--- src/rtl/pipeline_pkg.sv ---
// Shared constants for the RV32I pipeline: datapath width, write-back select
// encodings and load funct3 codes.
package pipeline_pkg;

    localparam int XLEN = 32;

    localparam logic [1:0] MTR_ALU = 2'b00;
    localparam logic [1:0] MTR_MEM = 2'b01;
    localparam logic [1:0] MTR_PC4 = 2'b10;

    localparam logic [2:0] F3_LB  = 3'b000;
    localparam logic [2:0] F3_LH  = 3'b001;
    localparam logic [2:0] F3_LW  = 3'b010;
    localparam logic [2:0] F3_LBU = 3'b100;
    localparam logic [2:0] F3_LHU = 3'b101;

endpackage

--- src/rtl/load_align_ext.sv ---
// Combinational load alignment: picks the addressed byte/half of a little-endian
// data word, sign- or zero-extends it, and flags misaligned halfword/word accesses.
module load_align_ext
    import pipeline_pkg::*;
(
    input  logic [31:0] i_word,
    input  logic [1:0]  i_addr,
    input  logic [2:0]  i_funct3,
    output logic [31:0] o_data,
    output logic        o_misalign
);

    logic [7:0]  w_lane [4];
    logic [7:0]  w_byte;
    logic [15:0] w_half;

    genvar gi;
    generate
        for (gi = 0; gi < 4; gi++) begin : g_lane
            assign w_lane[gi] = i_word[8*gi +: 8];
        end
    endgenerate

    assign w_byte = w_lane[i_addr];
    // Half select ignores addr[0]; a misaligned access still reads the truncated half.
    assign w_half = i_addr[1] ? i_word[31:16] : i_word[15:0];

    always_comb begin
        o_data     = i_word;
        o_misalign = 1'b0;
        case (i_funct3)
            F3_LB:  o_data = {{24{w_byte[7]}}, w_byte};
            F3_LBU: o_data = {24'd0, w_byte};
            F3_LH: begin
                o_data     = {{16{w_half[15]}}, w_half};
                o_misalign = i_addr[0];
            end
            F3_LHU: begin
                o_data     = {16'd0, w_half};
                o_misalign = i_addr[0];
            end
            F3_LW: begin
                o_data     = i_word;
                o_misalign = (i_addr != 2'b00);
            end
            default: o_data = i_word;
        endcase
    end

endmodule

--- src/rtl/pipeline_mem_wb_reg.sv ---
// MEM/WB pipeline register: registers MEM-stage results for write-back, aligns
// load data, qualifies the regfile write and counts retired instructions.
module pipeline_mem_wb_reg
    import pipeline_pkg::*;
#(
    parameter int XLEN  = pipeline_pkg::XLEN,
    parameter int CNT_W = 32
) (
    input  logic             clk,
    input  logic             rst_n,
    input  logic             stall_MEMWB,
    input  logic             flush_MEMWB,
    input  logic             valid_in_MEM,
    input  logic [XLEN-1:0]  PC4_in_MEM,
    input  logic [XLEN-1:0]  ALU_in_MEM,
    input  logic [XLEN-1:0]  Dmem_raw_MEM,
    input  logic [1:0]       MemtoReg_in_MEM,
    input  logic             RegWrite_in_MEM,
    input  logic [4:0]       Rd_addr_in_MEM,
    input  logic [2:0]       funct3_in_MEM,
    output logic [XLEN-1:0]  PC4_out_WB,
    output logic [XLEN-1:0]  ALU_out_WB,
    output logic [XLEN-1:0]  Dmem_data_WB,
    output logic [1:0]       MemtoReg_out_WB,
    output logic             RegWrite_out_WB,
    output logic [4:0]       Rd_addr_out_WB,
    output logic             valid_out_WB,
    output logic             misalign_WB,
    output logic [CNT_W-1:0] retired_cnt
);

    logic [XLEN-1:0]  r_pc4;
    logic [XLEN-1:0]  r_alu;
    logic [XLEN-1:0]  r_dmem;
    logic [1:0]       r_mtr;
    logic             r_regwrite;
    logic [4:0]       r_rd;
    logic             r_valid;
    logic             r_misalign;
    logic [CNT_W-1:0] r_cnt;

    logic [31:0]     w_ext_data;
    logic            w_ext_misalign;
    logic            w_is_load;
    logic [XLEN-1:0] w_dmem_next;
    logic            w_misalign_next;
    logic            w_regwrite_next;

    load_align_ext u_align (
        .i_word     (Dmem_raw_MEM[31:0]),
        .i_addr     (ALU_in_MEM[1:0]),
        .i_funct3   (funct3_in_MEM),
        .o_data     (w_ext_data),
        .o_misalign (w_ext_misalign)
    );

    assign w_is_load       = (MemtoReg_in_MEM == MTR_MEM);
    assign w_dmem_next     = w_is_load ? XLEN'(w_ext_data) : Dmem_raw_MEM;
    assign w_misalign_next = valid_in_MEM & w_is_load & w_ext_misalign;
    // Writes to x0 are dropped here so WB never has to look at rd.
    assign w_regwrite_next = RegWrite_in_MEM & valid_in_MEM & (Rd_addr_in_MEM != 5'd0);

    always_ff @(posedge clk) begin
        if (!rst_n) begin
            r_pc4      <= '0;
            r_alu      <= '0;
            r_dmem     <= '0;
            r_mtr      <= '0;
            r_regwrite <= 1'b0;
            r_rd       <= '0;
            r_valid    <= 1'b0;
            r_misalign <= 1'b0;
            r_cnt      <= '0;
        end else if (flush_MEMWB) begin
            r_pc4      <= '0;
            r_alu      <= '0;
            r_dmem     <= '0;
            r_mtr      <= '0;
            r_regwrite <= 1'b0;
            r_rd       <= '0;
            r_valid    <= 1'b0;
            r_misalign <= 1'b0;
        end else if (!stall_MEMWB) begin
            r_pc4      <= PC4_in_MEM;
            r_alu      <= ALU_in_MEM;
            r_dmem     <= w_dmem_next;
            r_mtr      <= MemtoReg_in_MEM;
            r_regwrite <= w_regwrite_next;
            r_rd       <= Rd_addr_in_MEM;
            r_valid    <= valid_in_MEM;
            r_misalign <= w_misalign_next;
            if (valid_in_MEM)
                r_cnt <= r_cnt + CNT_W'(1);
        end
    end

    assign PC4_out_WB      = r_pc4;
    assign ALU_out_WB      = r_alu;
    assign Dmem_data_WB    = r_dmem;
    assign MemtoReg_out_WB = r_mtr;
    assign RegWrite_out_WB = r_regwrite;
    assign Rd_addr_out_WB  = r_rd;
    assign valid_out_WB    = r_valid;
    assign misalign_WB     = r_misalign;
    assign retired_cnt     = r_cnt;

endmodule

--- config.mk ---
export PLATFORM = sky130hd
export DESIGN_NAME = pipeline_mem_wb_reg
export DESIGN_NICKNAME = d
export VERILOG_FILES = /design/src/rtl/pipeline_pkg.sv /design/src/rtl/load_align_ext.sv /design/src/rtl/pipeline_mem_wb_reg.sv
export SDC_FILE = /design/constraint.sdc
export NUM_CORES = 1
export LEC_CHECK = 0
export BUFFER_PORTS_ARGS = -buffer_cell sky130_fd_sc_hd__buf_2
export CAP_MARGIN = 20
export CORE_UTILIZATION = 45
export DETAILED_ROUTE_END_ITERATION = 12
export PLACE_DENSITY = 0.8
export SKIP_LAST_GASP = 1
export SLEW_MARGIN = 10
export SYNTH_ARGS = -nofsm -noshare
export SYNTH_HDL_FRONTEND = slang
export SYNTH_SLANG_ARGS = --single-unit
--- constraint.sdc ---
create_clock -name clk -period 3.85 [get_ports clk]
set_input_delay 0.385 -clock clk [delete_from_list [all_inputs] [get_ports clk]]
set_output_delay 0.385 -clock clk [all_outputs]
set_load 0.02 [all_outputs]
==> impl_metrics.tcl <==
set metrics [dict create \
    fp.coreArea_sq_um 12800 \
    fin_crit_sh_pct 58.1 \
    setup_ws_ns 1.61 \
    grt_pass1_vias 5188 \
    io_buffers 249 \
    yosys_warnings 0 \
    total_power_uw 3440 \
    cts_root_buf "clkbuf_16" \
    die_y_um 117 \
    routed_wl_um 16800 \
    synthesis.area_sq_um 5970 \
    maxCapViolCount 0 \
    power_density_nw_per_um2 437 \
    num-fill-cells 1086 \
    synthAdderAreaFrac_pct 0.210 \
    post_route_cells_drive_above_1_share_pct 33.5 \
    dp_slack_ns 1.36 \
    synth_cell_types 48 \
    clk_latency_ns 0.41 \
    leakage_uw 0.00367 \
    timing.setup.tns_ns 0 \
    layout_common_cells "248 x buf_2, 138 x dfxtp_1, 90 x nor2_1" \
    startpoint_type "register" \
    finalHoldViolCount 0 \
    cp_max_fo 15 \
    critPathCaptureType "register" \
    cts_setup_buffers 0 \
    required_ns 4.18 \
    hp-class "input port to register" \
    multi_input_area_sq_um 2910 \
    cts_resized 0 \
    synthCells 651 \
    synthArstFlopShare_pct 0 \
    synth_edf_count 0 \
    die_area_sq_um 13700 \
    synthMuxAreaShare_pct 13.6 \
    drt-wirelength-per-cell_um 15.9 \
    cpLargestDelayFamily "simple AND/OR/NAND/NOR gates" \
    diodes 0 \
    final_common_cell "buf_2" \
    tightest_slew_ns 0.967 \
    maxSlewHeadroom_pct 35.5 \
    vias_per_cell 5.44 \
    areaGrowthSynthToFinish_pct 31.8 \
    max_freq_ghz 0.447 \
    antenna_found_initial 0 \
    dr.first_iter.drc_count 467 \
    antenna_left 0 \
    rows 41 \
    drv_slew 0 \
    chipWidth_um 117 \
    cts.sinks 138 \
    finalNetCount 991 \
    peakVddDrop_uv 277 \
    syn-num-nets 764 \
    vias 5776 \
    cts.path.max_buffers 2 \
    path_cells "ha_1 -> nand4bb_4 -> or4b_4 -> or4_1 -> a21oi_1" \
    grt_max_degree 77 \
    cts-buffers-inserted 17 \
    cts_tree "built" \
    clkSlewWorstSetupHoldPaths_ns 0.06 \
    postCtsHoldBufs 0 \
    rsz0062_at_grt "no" \
    grt_pass1_wl_um 25400 \
    drt-pass1-iter-count 5 \
    worstSetupPathType "register to register" \
    initial_utilization_pct 46.8 \
    final_util_pct 61.6 \
    finalSetupViolations 0 \
    layout_min_cycle_time_ns 2.24 \
    critPathArrivalTime_ns 2.57 \
    drc 0 \
    cts_max_level 4 \
    synth-simple-area-share_pct 18.2 \
    register_area_sq_um 2760 \
    hpwl_um 12100 \
    place_congestion 0.821 \
    slowest_delay_ns 0.64 \
    synth_xor_area_share_pct 1.76 \
    cp_num_buf_inv 0 \
    slowest_stage "or4b_4" \
    grt_usage_pct 23.9 \
    ys.flop_type "dfxtp_1" \
    io_pins 250 \
    yosysSeqAreaShare_pct 46.3 \
    overflow 0 \
    status "complete, no violations" \
    clock_skew_ns 0.00463 \
    synth_top_family_by_area "simple AND/OR/NAND/NOR gates" \
    synth_compound_area_share_pct 14.8 \
    syn_avg_cell_area_sq_um 9.17 \
    ys_seq_elements 138 \
]
-- layer usage --
metal / GRT usage, % / vias to the layer above / routed length (um)
met5: 0 / - / 0
met4: 10.7 / 0 / 363
met3: 5.97 / 32 / 989
met2: 39.1 / 219 / 8290
met1: 29.9 / 2737 / 7190
li1: - / 2788 / -
-- path summary, 6_finish.rpt --
check                           cells past startpoint       startpoint         endpoint  slack (ns)
worst max-delay path                                5   retired_cnt[0]  retired_cnt[26]        1.61
worst min-delay path                                3    ALU_in_MEM[4]    ALU_out_WB[4]        0.20
worst max register to register                      5   retired_cnt[0]  retired_cnt[26]        1.61
worst min register to register                      2  RegWrite_out_WB  RegWrite_out_WB        0.46
-- where the power goes --
group	leakage [uW]	switching [uW]	internal, uW
logic	0.00227	223	152
clock network	0.000272	609	965
registers	0.00112	21.5	1470
-- cell type report --
class	instances	share of cell area, %
clock inverters	11	1.57
multi-input cells	433	36.9
clock buffers	20	5.68
flip-flops and latches	138	35.1
repair buffers	253	16.3
inverters	35	1.67
well taps	172	2.73
-- synth_stat cells, types with 5 or more instances --
cell	number	area, sq um
a221oi_1	23	201
o21ai_0	6	30.0
nor2_1	90	338
a21oi_1	35	175
o2bb2ai_1	7	61.3
nor2b_1	10	62.6
mux2_2	7	78.8
dfxtp_1	138	2760
a22oi_1	11	82.6
or3_1	8	50.1
or4_1	15	113
xnor2_1	8	70.1
mux2i_1	71	711
nor3_1	5	25.0
nand3_1	8	40.0
clkbuf_1	35	131
nand4_1	6	37.5
inv_1	35	131
o31ai_1	14	105
buf_1	7	26.3
nand2_1	45	169
and4_1	6	52.6
-- tightest hold or removal path: cells and delay by family --
family	cells	cell delay (ns)
mux	1	0.05
simple gates	1	0.07
buf+inv	1	0.07
-- registers in the layout, summed over array words and instances (netlist names) --
signal / flops
MemtoReg_out_WB: 2
RegWrite_out_WB: 1
ALU_out_WB: 32
retired_cnt: 32
misalign_WB: 1
PC4_out_WB: 32
Rd_addr_out_WB: 5
Dmem_data_WB: 32
valid_out_WB: 1
-- per-stage QoR --
| stage | hold slack [ns] | cells | cell area [sq um] |
|---|---|---|---|
| 2_1_floorplan | 0.529 | 651 | 5970 |
| 5_1_grt | 0.186 | 1062 | 7870 |
| 6_report | 0.197 | 1062 | 7870 |
| 3_5_place_dp | 0.454 | 1031 | 7300 |
| 3_3_place_gp | 0.448 | 1030 | 7290 |
| 4_1_cts | 0.183 | 1062 | 7870 |
-- logic make-up after synthesis --
| logic type | after synthesis |
|---|---|
| AND/OR/NAND/NOR | 217 |
| flip-flops | 138 |
| AO/OA/AOI/OAI | 124 |
| buffers and inverters | 80 |
| multiplexers | 79 |
| XOR/XNOR | 12 |
| adder cells (fa/ha/maj) | 1 |
No activity file was read; power rests on OpenSTA's default activity.
